===== src/rtl/uart_core.sv =====
// Full-duplex UART engine: shared oversampling tick, mid-bit sampling receiver and start/busy transmitter.
// Define UART_PARITY_EN to insert/check a parity bit after the data bits.
`timescale 1ns/1ps
module uart_core #(
  parameter int CLK_HZ     = 50000000,
  parameter int BAUD       = 115200,
  parameter int OVERSAMPLE = 16,
  parameter int DATA_BITS  = 8,
  parameter int STOP_BITS  = 1,
  parameter int PARITY_ODD = 0
) (
  input  logic                 clk_50mhz,
  input  logic                 reset,
  input  logic                 rx_in,
  output logic                 tx_out,
  input  logic [DATA_BITS-1:0] tx_data,
  input  logic                 tx_start,
  output logic                 tx_busy,
  output logic [DATA_BITS-1:0] rx_data,
  output logic                 rx_valid,
  input  logic                 rx_ack,
  output logic                 rx_frame_err,
  output logic                 rx_parity_err,
  output logic                 rx_overrun
);
  localparam int DIV_RAW    = (CLK_HZ + (BAUD * OVERSAMPLE) / 2) / (BAUD * OVERSAMPLE);
  localparam int DIV        = (DIV_RAW < 1) ? 1 : DIV_RAW;
  localparam int DIV_W      = (DIV > 1) ? $clog2(DIV) : 1;
  localparam int OS_W       = $clog2(OVERSAMPLE);
  localparam int STOP_TICKS = STOP_BITS * OVERSAMPLE;
  localparam int TXC_W      = $clog2(STOP_TICKS);
  localparam int BIT_W      = $clog2(DATA_BITS);
`ifdef UART_PARITY_EN
  localparam logic PAR_ODD  = (PARITY_ODD != 0);
`endif

  typedef enum logic [2:0] {
    ST_IDLE,
    ST_START,
    ST_DATA,
`ifdef UART_PARITY_EN
    ST_PARITY,
`endif
    ST_STOP
  } state_t;

  // ---------------- oversampling tick ----------------
  logic [DIV_W-1:0] tick_cnt_q, tick_cnt_d;
  logic             tick;
  logic [1:0]       rx_sync_q;
  logic             rx_line;

  always_comb begin
    tick       = (tick_cnt_q == DIV_W'(DIV - 1));
    tick_cnt_d = tick ? '0 : tick_cnt_q + 1'b1;
  end

  always_ff @(posedge clk_50mhz or negedge reset) begin
    if (!reset) begin
      tick_cnt_q <= '0;
      rx_sync_q  <= 2'b11;
    end else begin
      tick_cnt_q <= tick_cnt_d;
      rx_sync_q  <= {rx_sync_q[0], rx_in};
    end
  end

  assign rx_line = rx_sync_q[1];

  // ---------------- receiver ----------------
  state_t               rx_state_q, rx_state_d;
  logic [OS_W-1:0]      rx_cnt_q, rx_cnt_d;
  logic [BIT_W-1:0]     rx_bit_q, rx_bit_d;
  logic [DATA_BITS-1:0] rx_shift_q, rx_shift_d;
  logic                 rx_par_bad_q, rx_par_bad_d;
  logic                 rx_mid, rx_done;
  logic [DATA_BITS-1:0] rx_data_q, rx_data_d;
  logic                 rx_valid_q, rx_valid_d;
  logic                 rx_ferr_q, rx_ferr_d;
  logic                 rx_perr_q, rx_perr_d;
  logic                 rx_ovr_q, rx_ovr_d;

  always_ff @(posedge clk_50mhz or negedge reset) begin
    if (!reset) begin
      rx_state_q   <= ST_IDLE;
      rx_cnt_q     <= '0;
      rx_bit_q     <= '0;
      rx_shift_q   <= '0;
      rx_par_bad_q <= 1'b0;
    end else begin
      rx_state_q   <= rx_state_d;
      rx_cnt_q     <= rx_cnt_d;
      rx_bit_q     <= rx_bit_d;
      rx_shift_q   <= rx_shift_d;
      rx_par_bad_q <= rx_par_bad_d;
    end
  end

  // The start bit is sampled half a bit after detection; every later bit a full bit apart.
  always_comb begin
    if (rx_state_q == ST_START) rx_mid = tick && (rx_cnt_q == OS_W'(OVERSAMPLE / 2 - 1));
    else                        rx_mid = tick && (rx_cnt_q == OS_W'(OVERSAMPLE - 1));
  end

  always_comb begin
    rx_state_d   = rx_state_q;
    rx_cnt_d     = rx_cnt_q;
    rx_bit_d     = rx_bit_q;
    rx_shift_d   = rx_shift_q;
    rx_par_bad_d = rx_par_bad_q;
    if (rx_state_q == ST_IDLE) begin
      if (tick && !rx_line) begin
        rx_state_d = ST_START;
        rx_cnt_d   = '0;
      end
    end else if (tick) begin
      rx_cnt_d = rx_mid ? '0 : rx_cnt_q + 1'b1;
      if (rx_mid) begin
        case (rx_state_q)
          ST_START: begin
            rx_state_d = rx_line ? ST_IDLE : ST_DATA;
            rx_bit_d   = '0;
          end
          ST_DATA: begin
            rx_shift_d = {rx_line, rx_shift_q[DATA_BITS-1:1]};
            if (rx_bit_q == BIT_W'(DATA_BITS - 1)) begin
`ifdef UART_PARITY_EN
              rx_state_d = ST_PARITY;
`else
              rx_state_d = ST_STOP;
`endif
            end else begin
              rx_bit_d = rx_bit_q + 1'b1;
            end
          end
`ifdef UART_PARITY_EN
          ST_PARITY: begin
            rx_par_bad_d = rx_line ^ (^rx_shift_q) ^ PAR_ODD;
            rx_state_d   = ST_STOP;
          end
`endif
          ST_STOP: rx_state_d = ST_IDLE;
          default: rx_state_d = ST_IDLE;
        endcase
      end
    end
  end

  // Completion outranks a same-cycle acknowledge, which then only suppresses the overrun.
  always_comb begin
    rx_done    = (rx_state_q == ST_STOP) && rx_mid;
    rx_data_d  = rx_data_q;
    rx_valid_d = rx_valid_q;
    rx_ferr_d  = rx_ferr_q;
    rx_perr_d  = rx_perr_q;
    rx_ovr_d   = rx_ovr_q;
    if (rx_ack) begin
      rx_valid_d = 1'b0;
      rx_ovr_d   = 1'b0;
    end
    if (rx_done) begin
      rx_data_d  = rx_shift_q;
      rx_ferr_d  = !rx_line;
      rx_perr_d  = rx_par_bad_q;
      rx_valid_d = 1'b1;
      if (rx_valid_q && !rx_ack) rx_ovr_d = 1'b1;
    end
  end

  always_ff @(posedge clk_50mhz or negedge reset) begin
    if (!reset) begin
      rx_data_q  <= '0;
      rx_valid_q <= 1'b0;
      rx_ferr_q  <= 1'b0;
      rx_perr_q  <= 1'b0;
      rx_ovr_q   <= 1'b0;
    end else begin
      rx_data_q  <= rx_data_d;
      rx_valid_q <= rx_valid_d;
      rx_ferr_q  <= rx_ferr_d;
      rx_perr_q  <= rx_perr_d;
      rx_ovr_q   <= rx_ovr_d;
    end
  end

  assign rx_data      = rx_data_q;
  assign rx_valid     = rx_valid_q;
  assign rx_frame_err = rx_ferr_q;
  assign rx_overrun   = rx_ovr_q;
`ifdef UART_PARITY_EN
  assign rx_parity_err = rx_perr_q;
`else
  assign rx_parity_err = 1'b0;
`endif

  // ---------------- transmitter ----------------
  state_t               tx_state_q, tx_state_d;
  logic [TXC_W-1:0]     tx_cnt_q, tx_cnt_d;
  logic [BIT_W-1:0]     tx_bit_q, tx_bit_d;
  logic [DATA_BITS-1:0] tx_data_q, tx_data_d;
  logic                 tx_out_q, tx_out_d;
  logic                 tx_last;

  always_ff @(posedge clk_50mhz or negedge reset) begin
    if (!reset) begin
      tx_state_q <= ST_IDLE;
      tx_cnt_q   <= '0;
      tx_bit_q   <= '0;
      tx_data_q  <= '0;
      tx_out_q   <= 1'b1;
    end else begin
      tx_state_q <= tx_state_d;
      tx_cnt_q   <= tx_cnt_d;
      tx_bit_q   <= tx_bit_d;
      tx_data_q  <= tx_data_d;
      tx_out_q   <= tx_out_d;
    end
  end

  // A bit starts on the first tick seen in its state and the state advances on its last tick.
  always_comb begin
    if (tx_state_q == ST_STOP) tx_last = (tx_cnt_q == TXC_W'(STOP_TICKS - 1));
    else                       tx_last = (tx_cnt_q == TXC_W'(OVERSAMPLE - 1));
    tx_state_d = tx_state_q;
    tx_cnt_d   = tx_cnt_q;
    tx_bit_d   = tx_bit_q;
    tx_data_d  = tx_data_q;
    if (tx_state_q == ST_IDLE) begin
      if (tx_start) begin
        tx_state_d = ST_START;
        tx_cnt_d   = '0;
        tx_bit_d   = '0;
        tx_data_d  = tx_data;
      end
    end else if (tick) begin
      tx_cnt_d = tx_last ? '0 : tx_cnt_q + 1'b1;
      if (tx_last) begin
        case (tx_state_q)
          ST_START: tx_state_d = ST_DATA;
          ST_DATA: begin
            if (tx_bit_q == BIT_W'(DATA_BITS - 1)) begin
`ifdef UART_PARITY_EN
              tx_state_d = ST_PARITY;
`else
              tx_state_d = ST_STOP;
`endif
            end else begin
              tx_bit_d = tx_bit_q + 1'b1;
            end
          end
`ifdef UART_PARITY_EN
          ST_PARITY: tx_state_d = ST_STOP;
`endif
          default: tx_state_d = ST_IDLE;
        endcase
      end
    end
  end

  always_comb begin
    tx_out_d = tx_out_q;
    if (tick) begin
      case (tx_state_q)
        ST_START: tx_out_d = 1'b0;
        ST_DATA:  tx_out_d = tx_data_q[tx_bit_q];
`ifdef UART_PARITY_EN
        ST_PARITY: tx_out_d = (^tx_data_q) ^ PAR_ODD;
`endif
        default:  tx_out_d = 1'b1;
      endcase
    end
  end

  assign tx_busy = (tx_state_q != ST_IDLE);
  assign tx_out  = tx_out_q;

endmodule


===== config.mk =====
export PLATFORM = sky130hd
export DESIGN_NAME = uart_core
export DESIGN_NICKNAME = d
export VERILOG_FILES = /design/src/rtl/uart_core.sv
export SDC_FILE = /design/constraint.sdc
export NUM_CORES = 1
export LEC_CHECK = 0
export ABC_AREA = 0
export CAP_MARGIN = 20
export CORE_ASPECT_RATIO = 1.5
export CORE_MARGIN = 3
export CORE_UTILIZATION = 59
export DETAILED_ROUTE_END_ITERATION = 16
export GPL_TIMING_DRIVEN = 1
export PLACE_DENSITY = 0.89
export SKIP_CTS_REPAIR_TIMING = 1
export SLEW_MARGIN = 30
export SYNTH_ARGS = -nofsm -noshare
export SYNTH_HDL_FRONTEND = slang
export SYNTH_SLANG_ARGS = --single-unit

===== constraint.sdc =====
create_clock -name clk_50mhz -period 3.5 [get_ports clk_50mhz]
set_input_delay 0.875 -clock clk_50mhz [delete_from_list [all_inputs] [get_ports clk_50mhz]]
set_output_delay 0.875 -clock clk_50mhz [all_outputs]
set_load 0.01 [all_outputs]

==> results.py, run 1 <==
metrics = {
    "yosys": {
        "ys_seq_elements": 53,
        "synth_edf_count": 0,
        "synthFlopType": "dfrtp_1",
        "synthCells": 215,
        "synthArstFlopShare": 1.00,
        "synth_nets": 244,
        "synth_seq_area_share": 0.519,
        "synth_warnings": 0,
        "netlist_area_um2": 2560,
        "avgSynthCellArea_um2": 11.9,
        "ys_types": 45,
    },
    "clock_network": {
        "clk_pin_slew_ps": 100,
        "clockBufferDepth": 2,
        "root_buffer": "clkbuf_8",
        "clock-sinks": 53,
        "cts_tree": "yes",
        "htree_levels": 2,
        "cts_buffers": 5,
        "worstSkewPairLatency_ps": 310,
    },
    "pwr": {
        "ir_drop_mv": 0.427,
        "p_per_area_nw_per_um2": 449,
        "p_leak_nw": 1.34,
    },
    "floorplanning": {
        "die-area_um2": 5180,
        "ioPinCount": 27,
        "die_x_um": 59.8,
        "die_h_um": 86.7,
        "coreArea_um2": 4060,
        "rows": 28,
        "start_util": 0.630,
    },
    "placed_design": {
        "gp_congestion": 0.883,
        "placed_cell_area_um2": 2840,
        "dp_cells": 280,
        "dp_worst_setup_slack_ps": 1080,
        "io_buffers": 25,
        "hpwlAfterDp_mm": 3.40,
    },
    "cells_and_area": {
        "area_growth_pct": 14.9,
        "stdcell_count": 288,
        "antenna_cells": 0,
        "final_area_um2": 2940,
        "drive_gt1_frac": 0.198,
        "layout.nets": 271,
    },
    "route": {
        "postRouteAntennaNets": 0,
        "first_pass_iters": 4,
        "met3_length_um": 125,
        "wl_per_cell_um": 16.0,
        "viasPerCell": 5.98,
        "wl_met2_mm": 2.56,
        "drt_iter0_markers": 42,
        "num_vias": 1723,
        "drc": 0,
        "top_layer_used": "met4",
        "drt-met1-wl_mm": 1.82,
        "finalWirelength_mm": 4.60,
    },
    "worst_setup_path": {
        "worst-endpoint-arrival_ps": 1790,
        "critPathCaptureType": "output pin",
        "required_ps": 2620,
        "critPathKind": "flip-flop to output pin",
        "crit_path_start_kind": "flip-flop",
        "worstPathMaxFanout": 7,
    },
    "sta": {
        "timing.final.crit_share": 0.762,
        "relSlewSlack": 0.544,
        "hold_violations": 0,
        "clock_skew_ps": 6.65,
        "fin_setup_tns_ps": 0,
        "max_freq_mhz": 375,
        "worst_slew_pin_slew_ps": 684,
        "setup_slack_ps": 833,
        "slew_viol_final": 0,
        "rsz0062_at_grt": "no",
        "finalSetupViolations": 0,
        "min_period_ps": 2670,
    },
    "global_routing": {
        "track_usage": 0.204,
        "grt_start_max_net_pins": 31,
        "grt_pass1_vias": 1736,
        "overflow": 0,
        "antenna_found_initial": 0,
        "grt_first_pass_wirelength_mm": 7.94,
    },
    "run": {
        "drv_cap": 0,
    },
    "hold_path": {
        "min_path_type": "flip-flop to flip-flop",
    },
    "run_status": {
        "outcome": "complete, no violations",
    },
}
sequential cells by signal (all words and copies together) (netlist names):
signal and count:
rx_data 8, rx_shift_q 8, tx_data_q 8, tick_cnt_q 5, rx_cnt_q 4, tx_cnt_q 4
rx_bit_q 3, tx_bit_q 3, rx_state_q 2, rx_sync_q 2, tx_state_q 2, rx_frame_err 1
rx_overrun 1, rx_valid 1, tx_out 1
path summary, 6_finish.rpt:
path                                from            end  slack [ps]  cells after the start
max                        tx_state_q[1]        tx_busy         830                      4
min                         rx_sync_q[0]   rx_sync_q[1]         360                      0
max reg2reg                tick_cnt_q[0]     rx_data[7]        1320                      6
min reg2reg                 rx_sync_q[0]   rx_sync_q[1]         360                      0
max in group asynchronous          reset   rx_sync_q[0]        2200                      2
min in group asynchronous          reset  tx_state_q[1]         600                      1
placed cells by master, fill, tap and decap left out, types with 2 or more instances in the layout:
| master | instances |
|---|---|
| a21oi_1 | 7 |
| buf_4 | 3 |
| nor4_1 | 2 |
| dfstp_2 | 3 |
| o311ai_0 | 2 |
| nor2_1 | 12 |
| nor2b_1 | 3 |
| ha_1 | 16 |
| clkdlybuf4s50_1 | 24 |
| a22o_1 | 2 |
| mux2_2 | 25 |
| o41ai_1 | 2 |
| dfrtp_1 | 50 |
| mux2i_1 | 8 |
| clkbuf_8 | 6 |
| nand2_1 | 17 |
| inv_1 | 11 |
| o21ai_0 | 9 |
| nand3_1 | 12 |
stage by stage:
stage	power, mW	hold slack (ps)	util
global placement	0.945	346	0.700
detailed placement	0.964	355	0.700
CTS	1.33	368	0.724
global route	1.38	374	0.724
finish	1.32	363	0.724
floorplan	0.877	345	-
routing by layer:
| metal | track usage | up-vias |
|---|---|---|
| met4 | 0.0786 | 0 |
| met2 | 0.360 | 29 |
| met3 | 0.0358 | 11 |
| met1 | 0.239 | 873 |
| li1 | - | 810 |
| met5 | 0 | - |
worst max-delay path, stage by stage, from the launching register on:
cell             delay (ps)
dfrtp_1                 420
inv_1                    80
ha_1                    260
inv_1                   160
clkdlybuf4s50_1         560
report_power, final:
part / internal (mW) / switching (mW) / total (mW)
sequential: 0.694 / 0.0545 / 0.748
combinational: 0.111 / 0.0914 / 0.203
clock: 0.164 / 0.206 / 0.371
total: 0.969 / 0.352 / 1.32
cells in the mapped netlist (2+ instances only):
master / number / area (µm²)
o21ai_0: 9 / 45.0
o311ai_0: 2 / 17.5
ha_1: 16 / 200
nor2b_1: 3 / 18.8
nand3_1: 12 / 60.1
buf_4: 2 / 15.0
a21oi_1: 7 / 35.0
nor2_1: 12 / 45.0
a22o_1: 2 / 17.5
dfrtp_1: 50 / 1250
nor4_1: 2 / 12.5
mux2i_1: 8 / 80.1
nand2_1: 17 / 63.8
dfstp_2: 3 / 78.8
buf_2: 3 / 15.0
inv_1: 11 / 41.3
o41ai_1: 2 / 17.5
clkbuf_1: 3 / 11.3
mux2_2: 25 / 282
area by class of cell:
class | count | area (µm²)
sequential | 53 | 1330
inverter | 11 | 41.3
multi-input combinational | 143 | 1150
clock buffer | 6 | 82.6
clock inverter | 2 | 17.5
timing repair buffer | 28 | 268
tap | 45 | 56.3
fill | 269 | 1120
logic make-up after synthesis:
group	synth area share
multiplexers	0.150
XOR/XNOR	0.0132
other	0.00146
flip-flops	0.519
AND/OR/NAND/NOR	0.132
buffers and inverters	0.0322
adder cells (fa/ha/maj)	0.0782
AO/OA/AOI/OAI	0.0738
Note: power is estimated with default switching activity, not from simulation.
==> run 2, diff against run 1 <==
--- a/config.mk
+++ b/config.mk
@@ -9,10 +9,10 @@
 export CAP_MARGIN = 20
 export CORE_ASPECT_RATIO = 1.5
 export CORE_MARGIN = 3
-export CORE_UTILIZATION = 59
+export CORE_UTILIZATION = 56
 export DETAILED_ROUTE_END_ITERATION = 16
 export GPL_TIMING_DRIVEN = 1
-export PLACE_DENSITY = 0.89
+export PLACE_DENSITY = 0.85
 export SKIP_CTS_REPAIR_TIMING = 1
 export SLEW_MARGIN = 30
 export SYNTH_ARGS = -nofsm -noshare
==> constraint.sdc (replaced) <==
create_clock -name clk_50mhz -period 2.6 [get_ports clk_50mhz]
set_input_delay 0.65 -clock clk_50mhz [delete_from_list [all_inputs] [get_ports clk_50mhz]]
set_output_delay 0.65 -clock clk_50mhz [all_outputs]
set_load 0.01 [all_outputs]
==> run 2 against run 1 <==
Effect of this change:
- worst setup slack got worse by 640 ps
- sequential cell count unchanged
- global-route usage fell by 1.3 points
- clock skew decreased by 2.2 ps
- register-to-register slack worse by 780 ps
- final cell count rose by 1.0%
- routed wire length decreased by 1.1%
- non-clock buffer count increased by 2
- sequential share of layout area is 0.76 points lower
- first-iteration DRC count stayed put
- count of clock-buffer cells in the layout down 1
- clock power up 76%
- critical endpoint unchanged
- largest power group unchanged
==> results.py, run 2 (synthesized netlist as in run 1, its figures left out) <==
metrics = {
    "run_status": {
        "outcome": "complete, no violations",
    },
    "pwr": {
        "pwr-share-clk": 0.341,
        "p_per_area_nw_per_um2": 640,
        "ir_drop_mv": 0.632,
        "total_power_mw": 1.92,
        "combPwrFrac": 0.139,
        "intPower_mw": 1.47,
        "switching_power_uw": 451,
        "p_seq_frac": 0.521,
        "p_sw_frac": 0.235,
        "p_leak_nw": 1.36,
    },
    "sta": {
        "worst_slew_pin_slew_ps": 550,
        "slew_viol_final": 0,
        "timing.final.crit_share": 0.924,
        "max_freq_mhz": 416,
        "min_period_ps": 2400,
        "hold_violations": 0,
        "rsz0062_at_grt": "no",
        "fin_setup_tns_ps": 0,
        "relSlewSlack": 0.634,
        "clock_skew_ps": 4.46,
        "finalSetupViolations": 0,
    },
    "floorplanning": {
        "ioPinCount": 27,
        "die_x_um": 61.2,
        "die_h_um": 88.8,
        "coreArea_um2": 4320,
        "start_util": 0.593,
        "rows": 29,
        "die-area_um2": 5440,
    },
    "run": {
        "drv_cap": 0,
    },
    "cells_and_area": {
        "stdcell_count": 291,
        "layout_commonest_cell": "dfrtp_1",
        "antenna_cells": 0,
        "layout_common_cells": "dfrtp_1 (50), mux2_2 (25), clkdlybuf4s50_1 (24)",
        "drive_gt1_frac": 0.204,
        "area_growth_pct": 16.9,
        "final_util": 0.693,
        "layout.nets": 273,
    },
    "worst_setup_path": {
        "crit_path_start_kind": "flip-flop",
        "critPathKind": "flip-flop to output pin",
        "worst-endpoint-arrival_ps": 1750,
        "worstPathMaxFanout": 7,
        "required_ps": 1950,
        "critPathCaptureType": "output pin",
    },
    "route": {
        "finalWirelength_mm": 4.55,
        "first_pass_iters": 4,
        "wl_per_cell_um": 15.6,
        "drt_iter0_markers": 42,
        "num_vias": 1685,
        "drc": 0,
        "viasPerCell": 5.79,
        "postRouteAntennaNets": 0,
    },
    "global_routing": {
        "antenna_found_initial": 0,
        "grt_start_max_net_pins": 26,
        "grt_pass1_vias": 1740,
        "track_usage": 0.191,
        "grt_first_pass_wirelength_mm": 7.71,
        "overflow": 0,
    },
    "clock_network": {
        "root_buffer": "clkbuf_8",
        "clock-sinks": 53,
        "clockBufferDepth": 2,
        "cts_buffers": 5,
        "clk_pin_slew_ps": 90,
        "htree_levels": 2,
        "cts_tree": "yes",
        "worstSkewPairLatency_ps": 310,
    },
    "placed_design": {
        "hpwlAfterDp_mm": 3.39,
        "io_buffers": 25,
        "dp_cells": 283,
        "gp_congestion": 0.796,
    },
    "hold_path": {
        "min_path_type": "input pin to asynchronous set/reset pin",
    },
}
## run 2: cell types whose count changed in the layout (fill, tap and decap cells not counted), sizes merged
| cell | before | now |
|---|---|---|
| buf | 4 | 6 |
| bufinv | 0 | 2 |
| clkbuf | 6 | 5 |
| inv | 12 | 11 |
## run 2: metal layers
layer	up-vias	global-route usage	part of all wire
li1	817	-	-
met1	832	0.235	0.42
met2	28	0.307	0.53
met3	8	0.0423	0.030
met4	0	0.103	0.022
met5	-	0	0
## run 2: per-stage QoR
stage               area, µm²  worst slack, ps  hold slack [ps]
floorplan                2560              845              345
global placement         2860              565              346
detailed placement       2860              520              351
CTS                      2990              183              326
global route             2990             85.2              336
finish                   2990              197              315
## run 2: layout make-up
cell class,count,area (µm²)
sequential,53,1330
multi-input combinational,143,1150
fill,298,1320
inverter,11,41.3
clock inverter,3,65.1
tap,46,57.6
timing repair buffer,30,283
clock buffer,5,68.8
## run 2: power groups by stage
stage	clock network (mW)	registers [mW]	logic, mW
after global routing	0.695	1.01	0.300
after floorplan	0	1.00	0.178
after detailed placement	0	1.02	0.269
after CTS	0.665	0.999	0.271
after global placement	0	1.01	0.261
final	0.653	0.998	0.266
## run 2: path summary, 6_finish.rpt
kind | start | endpoint | slack, ps | cells after the start
worst min register to register | rx_sync_q[0] | rx_sync_q[1] | 370 | 0
worst max-delay path | tx_state_q[0] | tx_busy | 200 | 4
max in group asynchronous | reset | rx_sync_q[1] | 1570 | 2
worst min-delay path | reset | tx_cnt_q[2] | 310 | 1
min in group clk_50mhz | rx_sync_q[0] | rx_sync_q[1] | 370 | 0
worst max register to register | tick_cnt_q[0] | rx_bit_q[0] | 540 | 7
## run 2: critical path, cell delays in order, from the launching register on
cell and delay, ps:
dfrtp_1 380, inv_1 80, ha_1 280, inv_1 150
clkdlybuf4s50_1 560
